--- src/rtl/seg7_capture_if.sv ---
// rtl/seg7_capture_if.sv - display-bus sample inputs and decoded frame outputs of seg7_capture
interface seg7_capture_if #(
  parameter int NDIG = 8
);
  logic [7:0]        seg;
  logic [NDIG-1:0]   an;
  logic [4*NDIG-1:0] value;
  logic [NDIG-1:0]   blank_mask;
  logic [NDIG-1:0]   dp_mask;
  logic [NDIG-1:0]   err_mask;
  logic              frame_valid;

  modport master (
    output seg, an,
    input  value, blank_mask, dp_mask, err_mask, frame_valid
  );

  modport slave (
    input  seg, an,
    output value, blank_mask, dp_mask, err_mask, frame_valid
  );
endinterface

--- src/rtl/seg7_capture.sv ---
// rtl/seg7_capture.sv - multiplexed 7-segment display readback monitor
module seg7_capture #(
  parameter int NDIG   = 8,
  parameter int STABLE = 4
) (
  input  logic          clk,
  input  logic          rst_n,
  seg7_capture_if.slave bus
);

  localparam logic [7:0] STABLE_C = 8'(STABLE);

  logic [NDIG-1:0]        prev_an_q, prev_an_d;
  logic [7:0]             prev_seg_q, prev_seg_d;
  logic [7:0]             cnt_q, cnt_d;
  logic [NDIG-1:0]        seen_q, seen_d;
  logic [NDIG-1:0][3:0]   stage_nib_q, stage_nib_d;
  logic [NDIG-1:0]        stage_blank_q, stage_blank_d;
  logic [NDIG-1:0]        stage_dp_q, stage_dp_d;
  logic [NDIG-1:0]        stage_err_q, stage_err_d;
  logic [4*NDIG-1:0]      value_q, value_d;
  logic [NDIG-1:0]        blank_q, blank_d;
  logic [NDIG-1:0]        dp_q, dp_d;
  logic [NDIG-1:0]        err_q, err_d;
  logic                   fv_q, fv_d;

  logic [NDIG-1:0] sel;
  logic            valid;
  logic            same;
  logic            capture;
  logic [3:0]      dec_nib;
  logic            dec_blank;
  logic            dec_err;

  assign sel = ~bus.an;

  // Glyph decode on active-high abcdefg.
  always_comb begin
    dec_nib   = 4'h0;
    dec_blank = 1'b0;
    dec_err   = 1'b0;
    case (~bus.seg[7:1])
      7'b1111110: dec_nib = 4'h0;
      7'b0110000: dec_nib = 4'h1;
      7'b1101101: dec_nib = 4'h2;
      7'b1111001: dec_nib = 4'h3;
      7'b0110011: dec_nib = 4'h4;
      7'b1011011: dec_nib = 4'h5;
      7'b1011111: dec_nib = 4'h6;
      7'b1110000: dec_nib = 4'h7;
      7'b1111111: dec_nib = 4'h8;
      7'b1111011: dec_nib = 4'h9;
      7'b1110111: dec_nib = 4'hA;
      7'b0011111: dec_nib = 4'hB;
      7'b1001110: dec_nib = 4'hC;
      7'b0111101: dec_nib = 4'hD;
      7'b1001111: dec_nib = 4'hE;
      7'b1000111: dec_nib = 4'hF;
      7'b0000000: dec_blank = 1'b1;
      default:    dec_err = 1'b1;
    endcase
  end

  always_comb begin
    prev_an_d     = bus.an;
    prev_seg_d    = bus.seg;
    cnt_d         = cnt_q;
    seen_d        = seen_q;
    stage_nib_d   = stage_nib_q;
    stage_blank_d = stage_blank_q;
    stage_dp_d    = stage_dp_q;
    stage_err_d   = stage_err_q;
    value_d       = value_q;
    blank_d       = blank_q;
    dp_d          = dp_q;
    err_d         = err_q;
    fv_d          = 1'b0;

    valid = (sel != '0) && ((sel & (sel - NDIG'(1))) == '0);
    same  = (bus.an == prev_an_q) && (bus.seg == prev_seg_q);

    if (!valid)
      cnt_d = 8'd0;
    else if (!same)
      cnt_d = 8'd1;
    else if (cnt_q < STABLE_C)
      cnt_d = cnt_q + 8'd1;

    // A saturated counter holding the same sample must not recapture.
    capture = valid && (cnt_d == STABLE_C) && !(same && (cnt_q == STABLE_C));

    // Publish reads the pre-capture staging; the capture then starts the next frame.
    if (&seen_q) begin
      value_d = stage_nib_q;
      blank_d = stage_blank_q;
      dp_d    = stage_dp_q;
      err_d   = stage_err_q;
      fv_d    = 1'b1;
      seen_d  = '0;
    end

    if (capture) begin
      for (int i = 0; i < NDIG; i++) begin
        if (sel[i]) begin
          stage_nib_d[i]   = dec_nib;
          stage_blank_d[i] = dec_blank;
          stage_dp_d[i]    = ~bus.seg[0];
          stage_err_d[i]   = dec_err;
          seen_d[i]        = 1'b1;
        end
      end
    end
  end

  always_ff @(posedge clk or negedge rst_n) begin
    if (!rst_n) begin
      prev_an_q     <= '1;
      prev_seg_q    <= 8'hFF;
      cnt_q         <= 8'd0;
      seen_q        <= '0;
      stage_nib_q   <= '0;
      stage_blank_q <= '0;
      stage_dp_q    <= '0;
      stage_err_q   <= '0;
      value_q       <= '0;
      blank_q       <= '1;
      dp_q          <= '0;
      err_q         <= '0;
      fv_q          <= 1'b0;
    end else begin
      prev_an_q     <= prev_an_d;
      prev_seg_q    <= prev_seg_d;
      cnt_q         <= cnt_d;
      seen_q        <= seen_d;
      stage_nib_q   <= stage_nib_d;
      stage_blank_q <= stage_blank_d;
      stage_dp_q    <= stage_dp_d;
      stage_err_q   <= stage_err_d;
      value_q       <= value_d;
      blank_q       <= blank_d;
      dp_q          <= dp_d;
      err_q         <= err_d;
      fv_q          <= fv_d;
    end
  end

  assign bus.value       = value_q;
  assign bus.blank_mask  = blank_q;
  assign bus.dp_mask     = dp_q;
  assign bus.err_mask    = err_q;
  assign bus.frame_valid = fv_q;

endmodule
--- src/flat_wrapper.sv ---
// flat-port wrapper written by rule: the top's interface ports become plain ports
module seg7_capture_flat 
#(
  parameter int NDIG   = 8,
  parameter int STABLE = 4
)
  (clk, rst_n, bus_seg, bus_an, bus_value, bus_blank_mask, bus_dp_mask, bus_err_mask, bus_frame_valid);
  seg7_capture_if #(.NDIG(NDIG)) bus_i ();
  input  logic clk;
  input  logic rst_n;
  input wire logic [$bits(bus_i.seg)-1:0] bus_seg;
  input wire logic [$bits(bus_i.an)-1:0] bus_an;
  output wire logic [$bits(bus_i.value)-1:0] bus_value;
  output wire logic [$bits(bus_i.blank_mask)-1:0] bus_blank_mask;
  output wire logic [$bits(bus_i.dp_mask)-1:0] bus_dp_mask;
  output wire logic [$bits(bus_i.err_mask)-1:0] bus_err_mask;
  output wire logic [$bits(bus_i.frame_valid)-1:0] bus_frame_valid;
  assign bus_i.seg = bus_seg;
  assign bus_i.an = bus_an;
  assign bus_value = bus_i.value;
  assign bus_blank_mask = bus_i.blank_mask;
  assign bus_dp_mask = bus_i.dp_mask;
  assign bus_err_mask = bus_i.err_mask;
  assign bus_frame_valid = bus_i.frame_valid;
  seg7_capture #(.NDIG(NDIG), .STABLE(STABLE)) u_core (.clk(clk), .rst_n(rst_n), .bus(bus_i));
endmodule
--- config.mk ---
export PLATFORM = sky130hd
export DESIGN_NAME = seg7_capture_flat
export DESIGN_NICKNAME = d
export VERILOG_FILES = /design/src/rtl/seg7_capture_if.sv /design/src/rtl/seg7_capture.sv /design/src/flat_wrapper.sv
export SDC_FILE = /design/constraint.sdc
export NUM_CORES = 1
export LEC_CHECK = 0
export CAP_MARGIN = 0
export CORE_MARGIN = 3
export CORE_UTILIZATION = 35
export CTS_BUF_LIST = sky130_fd_sc_hd__clkbuf_4
export DETAILED_ROUTE_END_ITERATION = 12
export SLEW_MARGIN = 20
export SYNTH_ARGS = -nofsm -noshare
export SYNTH_HDL_FRONTEND = slang
export SYNTH_SLANG_ARGS = --single-unit
export TNS_END_PERCENT = 20
--- constraint.sdc ---
create_clock -name clk -period 4.48 [get_ports clk]
set_input_delay 1.344 -clock clk [delete_from_list [all_inputs] [get_ports clk]]
set_output_delay 1.344 -clock clk [all_outputs]
set_load 0.01 [all_outputs]
-- Yosys cells after proc, flatten, opt, wreduce, memory -nomap -nowiden
Index checks and enable logic that the tools add are counted.
- $add $sub $neg: 2
- $lt $le $gt $ge: 1
- eq/ne operators: 20
- muxes and demuxes: 17
- bitwise logic cells: 4
- reductions and logical operators: 19
- operators by type and width (kind ; count):
    $eq 7x7->1 const B ; 12
    $pmux 4 s15 ; 1
    $mux 8 ; 5
    $eq 7x6->1 const B ; 3
    $reduce_or 17->1 ; 1
    $eq 8x3->1 const B ; 2
    $eq 8x8->1 ; 2
    $reduce_and 2->1 ; 8
    $mux 1 ; 11
    $add 8x1->8 const B ; 1
    $and 8x8->8 ; 1
    $logic_not 8->1 ; 1
    $lt 8x3->1 const B ; 1
    $not 8->8 ; 1
    $reduce_and 8->1 ; 1
    $reduce_bool 8->1 ; 1
    $sub 8x1->8 const B ; 1
    $eq 7x5->1 const B ; 1
    $logic_not 7->1 ; 1
    $not 7->7 ; 1
    $logic_and 1x1->1 ; 5
    $logic_not 1->1 ; 1
    $not 1->1 ; 1
- bits in registers: 145
- input port bits: 18
- output and inout port bits: 57
- word-level logic and storage cells: 104

-- Longest topological paths before layout
- word-level depth: 10
- gate-level depth with buffers: 8
- mapped depth without buffers: 7

-- Worst setup path after synthesis
OpenSTA, ideal clock, no wires.
- kind: input to register
- start point: input port bus_seg[3]
- end point: register u_core.stage_blank_q[1]
- arrival time: 3.183 ns
- data required time: 4.355 ns
- path slack: 1.173 ns
- stages: 6
- cells stage by stage: clkbuf_1 -> xor2_1 -> nor4_1 -> nand4_4 -> nor3_4 -> mux2_2
- word-level cells in the longest chain between the ends: 8
- ends and longest elaborated chain (item ; line ; text):
    start: declaration ; flat_wrapper.sv:11 ; input wire logic [$bits(bus_i.seg)-1:0] bus_seg;
    $eq 8x8->1 ; seg7_capture.sv:80 ; same = (bus.an == prev_an_q) && (bus.seg == prev_seg_q);
    $logic_and 1x1->1 ; seg7_capture.sv:80 ;
    $mux 8 ; seg7_capture.sv:84 ; else if (!same)
    $mux 8 ; seg7_capture.sv:82 ; if (!valid)
    $eq 8x3->1 ; seg7_capture.sv:90 ; capture = valid && (cnt_d == STABLE_C) && !(same && (cnt_q == STABLE_C));
    $logic_and 1x1->1 (2 in a row) ; seg7_capture.sv:90 ;
    $reduce_and 2->1 (no line) ; -- ;
    end signal: assignment ; seg7_capture.sv:136 ; stage_blank_q <= stage_blank_d;
    end: declaration ; seg7_capture.sv:18 ; logic [NDIG-1:0] stage_blank_q, stage_blank_d;
Parallel ways exist; a longest one is shown, timed or not.
A chain may end at the register's enable or synchronous reset.

-- Worst setup path in the final report
- start point: input port bus_an[4]
- end point: register u_core.stage_nib_q[15] (netlist name)
- word-level cells in the longest chain between the ends: 10
- ends and longest elaborated chain (item ; line ; text):
    start: declaration ; flat_wrapper.sv:12 ; input wire logic [$bits(bus_i.an)-1:0] bus_an;
    $not 8->8 ; seg7_capture.sv:35 ; assign sel = ~bus.an;
    $sub 8x1->8 ; seg7_capture.sv:79 ; valid = (sel != '0) && ((sel & (sel - NDIG'(1))) == '0);
    $and 8x8->8 ; seg7_capture.sv:79 ;
    $logic_not 8->1 ; seg7_capture.sv:79 ;
    $logic_and 1x1->1 ; seg7_capture.sv:79 ;
    $mux 8 ; seg7_capture.sv:82 ;
    $eq 8x3->1 ; seg7_capture.sv:90 ;
    $logic_and 1x1->1 ; seg7_capture.sv:90 ;
    $logic_and 1x1->1 * ; seg7_capture.sv:90 ;
    $reduce_and 2->1 (no line) * ; -- ;
    end signal: assignment ; seg7_capture.sv:135 ; stage_nib_q <= stage_nib_d;
    end: declaration ; seg7_capture.sv:17 ; logic [NDIG-1:0][3:0] stage_nib_q, stage_nib_d;
Every way passes the cells marked *; elsewhere a longest branch is shown, timed or not.

==> impl_results.md <==
* Layout cell share with drive strength beyond 1 at 20.0%
* Synth top area share at 50.0%
* Crit-path max FO at 8
* Maximum clock insertion buffer count at 2
* CTS tree: yes
* EDFF count, synth at 0
* Pin count of the biggest net entering global routing at 89
* Post-DP Area at 7090 sq um
* Tot Pwr at 2.16 mW
* Top post-synthesis cells by area: dfrtp_1 50%, dfstp_2 10%, nand2_1 9.7%
* Drt pass-1 iters at 4
* Ant. Diodes at 0
* Die Height at 137 um
* Number of nets in the layout at 627
* Vias in the first global route at 4106
* Clock latency on the worst-skew pair at 0.54 ns
* Num rows at 47
* Via density at 4.82
* Die Area at 18900 sq um
* Slowest cell on crit path: clkdlybuf4s50_1
* Mapped Area at 6050 sq um
* Met3 usage in global routing at 4.35%
* Kind of end point of the critical path: flop
* CP required at 4.91 ns
* Final hold violation count at 0
* Gr usage total at 14.6%
* Final Core Density at 43.7%
* Synth async-reset ratio at 100%
* Static Leak at 3.60 nW
* Least-Margin Pin Slew at 0.900 ns
* Count leader, synth: nand2_1
* First-pass GRT wire length at 21300 um
* Starting DRC count in detailed routing at 214
* WL/cell at 15.4 um
* Syn_nets at 546
* Comb pwr share at 5.2%
* Hold_ws at 0.463 ns
* Final Cell Area at 7320 sq um
* Post-layout min period at 3.62 ns
* Clk_skew at 0.0121 ns
* DR DRC count at 0
* Post-DP HPWL at 8840 um
* Area delta synth->final at 21.0%
* Internal power at 1.63 mW
* Initial core utilization at 36.1%
* Power density over the cells at 295 nW/um^2
* Max frequency at 276 MHz
* Pins Over Slew Limit at 0
* Crit path DAT at 4.05 ns
* Tcrit/Tclk final at 80.8%
* Switching part of the total power at 24.6%
* R2r setup slk at 1.44 ns
* Ys Warns at 0
* Average instance area after synthesis at 11.5 sq um
* R2R cell count at 7
* Clk sinks at 145
* Clock power share at 33.4%
* Sum of negative setup slack at 0 ns
* Commonest cells in the netlist: 156 x nand2_1, 121 x dfrtp_1, 38 x mux2_2, 24 x dfstp_2, 20 x clkbuf_1
* Initial antenna violation count at 0
* Unrepaired setup endpoints after global routing: false
* Worst-path clk slew at 0.11 ns
* Total grt overflow at 0
* Maximum VDD drop at 0.000141 V
* Worst path top cell family by delay: simple AND/OR/NAND/NOR gates
* Via count at 4050
* Area of the core at 16800 sq um
* Worst rel slew slack at 39.8%
* Max Cap Violations at 0
* Min-Delay Path Class: reg -> reg
* WL final at 13000 um
* Hold path cells at 2
* Run status: complete, no violations
* Global routing usage on met2 at 22.8%
* H-tree levels at 4
* # Post-CTS Setup Buffers at 0
* Ports at 75
* Ys flop type: dfrtp_1
* Number of port buffers at 74
* Cts hold-fix bufs at 0
* Antenna-violating nets left at 0
* Crit path launch type: input port
* Sequential group share of total power at 61.4%
* Kind of critical path: in -> reg
* Final setup viols at 0
* Worst path max stage delay at 0.58 ns
* Flops & latches, synth at 145
* Post-Syn Instances at 526
* NetSw at 0.532 mW
* CTS root buf: clkbuf_4
* Post_cts resized at 0
* CTS Buf Count at 17
* Met1 usage at 19.8%
* Yosys cell types at 50
* Largest area contributor in the netlist: dfrtp_1
* Critical path depth at 6
* Sequential share of the synthesized area at 60.5%
* GPL Wtd Cong at 0.786
* CP cell instances: clkdlybuf4s50_1 > xor2_1 > nor4_1 > nand4_4 > nor3_4 > mux2_2
* GRT busiest layer: met2
* Die X at 137 um
* CP bufs+invs at 1
[worst min-delay path, stage by stage (launching register included)]
cell and delay (ns):
dfstp_2 0.38, nand2_1 0.05, nand2_1 0.04
[flip-flops by register name, indices dropped and copies added (netlist names)]
register,cells
u_core.bus.frame_valid,1
u_core.cnt_q,8
u_core.bus.blank_mask,8
u_core.stage_blank_q,8
u_core.prev_seg_q,8
u_core.bus.err_mask,8
u_core.stage_err_q,8
u_core.seen_q,8
u_core.stage_dp_q,8
u_core.bus.dp_mask,8
u_core.prev_an_q,8
u_core.stage_nib_q,32
u_core.bus.value,32
[cells in the final DEF (no fill, tap or decap), drive strengths merged, types with 3 or more instances in the layout]
| cell type | instances |
|---|---|
| a21o | 8 |
| a21oi | 8 |
| and2 | 7 |
| buf | 17 |
| clkbuf | 18 |
| clkdlybuf4s50 | 73 |
| clkinv | 10 |
| clkinvlp | 3 |
| dfrtp | 121 |
| dfstp | 24 |
| inv | 12 |
| mux2 | 48 |
| mux2i | 10 |
| nand2 | 156 |
| nand2b | 3 |
| nand3b | 3 |
| nand4 | 7 |
| nand4b | 4 |
| nor2 | 6 |
| nor2b | 3 |
| nor3 | 17 |
| nor4 | 4 |
| o21ai | 11 |
| xor2 | 17 |
[layer usage]
metal  part of all wire, %  vias up
met2                    47       91
met3                   4.6       17
li1                      -     1922
met1                    47     2020
met4                   1.2        0
met5                     0        -
[kinds of logic (layout without fill, tap and decap cells)]
kind of cell             Yosys count  after routing  synth area share, %
AO/OA/AOI/OAI                     39             39                 4.51
XOR/XNOR                          18             18                 2.61
adder cells (fa/ha/maj)            2              2                0.413
buffers and inverters             40            134                 2.58
flip-flops                       145            145                 60.5
multiplexers                      58             58                 10.6
AND/OR/NAND/NOR                  224            224                 18.8
[path summary, 6_finish.rpt]
kind,start,to
min in group asynchronous,rst_n,u_core.stage_dp_q[5]$_DFFE_PN0P_
setup / recovery,bus_an[4],u_core.stage_nib_q[15]$_DFFE_PN0P_
setup reg to reg,u_core.cnt_q[0]$_DFF_PN0_,u_core.stage_nib_q[15]$_DFFE_PN0P_
hold reg to reg,u_core.bus.blank_mask[4]$_DFFE_PN1P_,u_core.bus.blank_mask[4]$_DFFE_PN1P_
max in group asynchronous,rst_n,u_core.bus.blank_mask[2]$_DFFE_PN1P_
hold / removal,u_core.bus.blank_mask[4]$_DFFE_PN1P_,u_core.bus.blank_mask[4]$_DFFE_PN1P_
[power groups by stage]
stage / Sequential [mW] / Combinational [mW] / Clock (mW)
finish: 1.33 / 0.113 / 0.721
global route: 1.33 / 0.126 / 0.802
CTS: 1.33 / 0.116 / 0.748
detailed placement: 1.35 / 0.115 / 0
global placement: 1.35 / 0.112 / 0
floorplan: 1.35 / 0.0484 / 0
[through the flow]
| stage | std cells | setup WS, ns |
|---|---|---|
| 6_report | 840 | 0.859 |
| 5_1_grt | 840 | 0.755 |
| 4_1_cts | 840 | 0.912 |
| 3_5_place_dp | 808 | 0.303 |
| 3_3_place_gp | 808 | 0.349 |
| 2_1_floorplan | 526 | 1.17 |
[final cells by class]
type,count,area [sq um]
Multi-Input combinational cell,341,2240
Timing Repair Buffer,90,875
Clock buffer,18,135
Sequential cell,145,3660
Tap cell,220,275
Inverter,12,45.0
Clock inverter,14,98.8
Fill cell,1573,9440
Power figures use the tool's default switching activity.
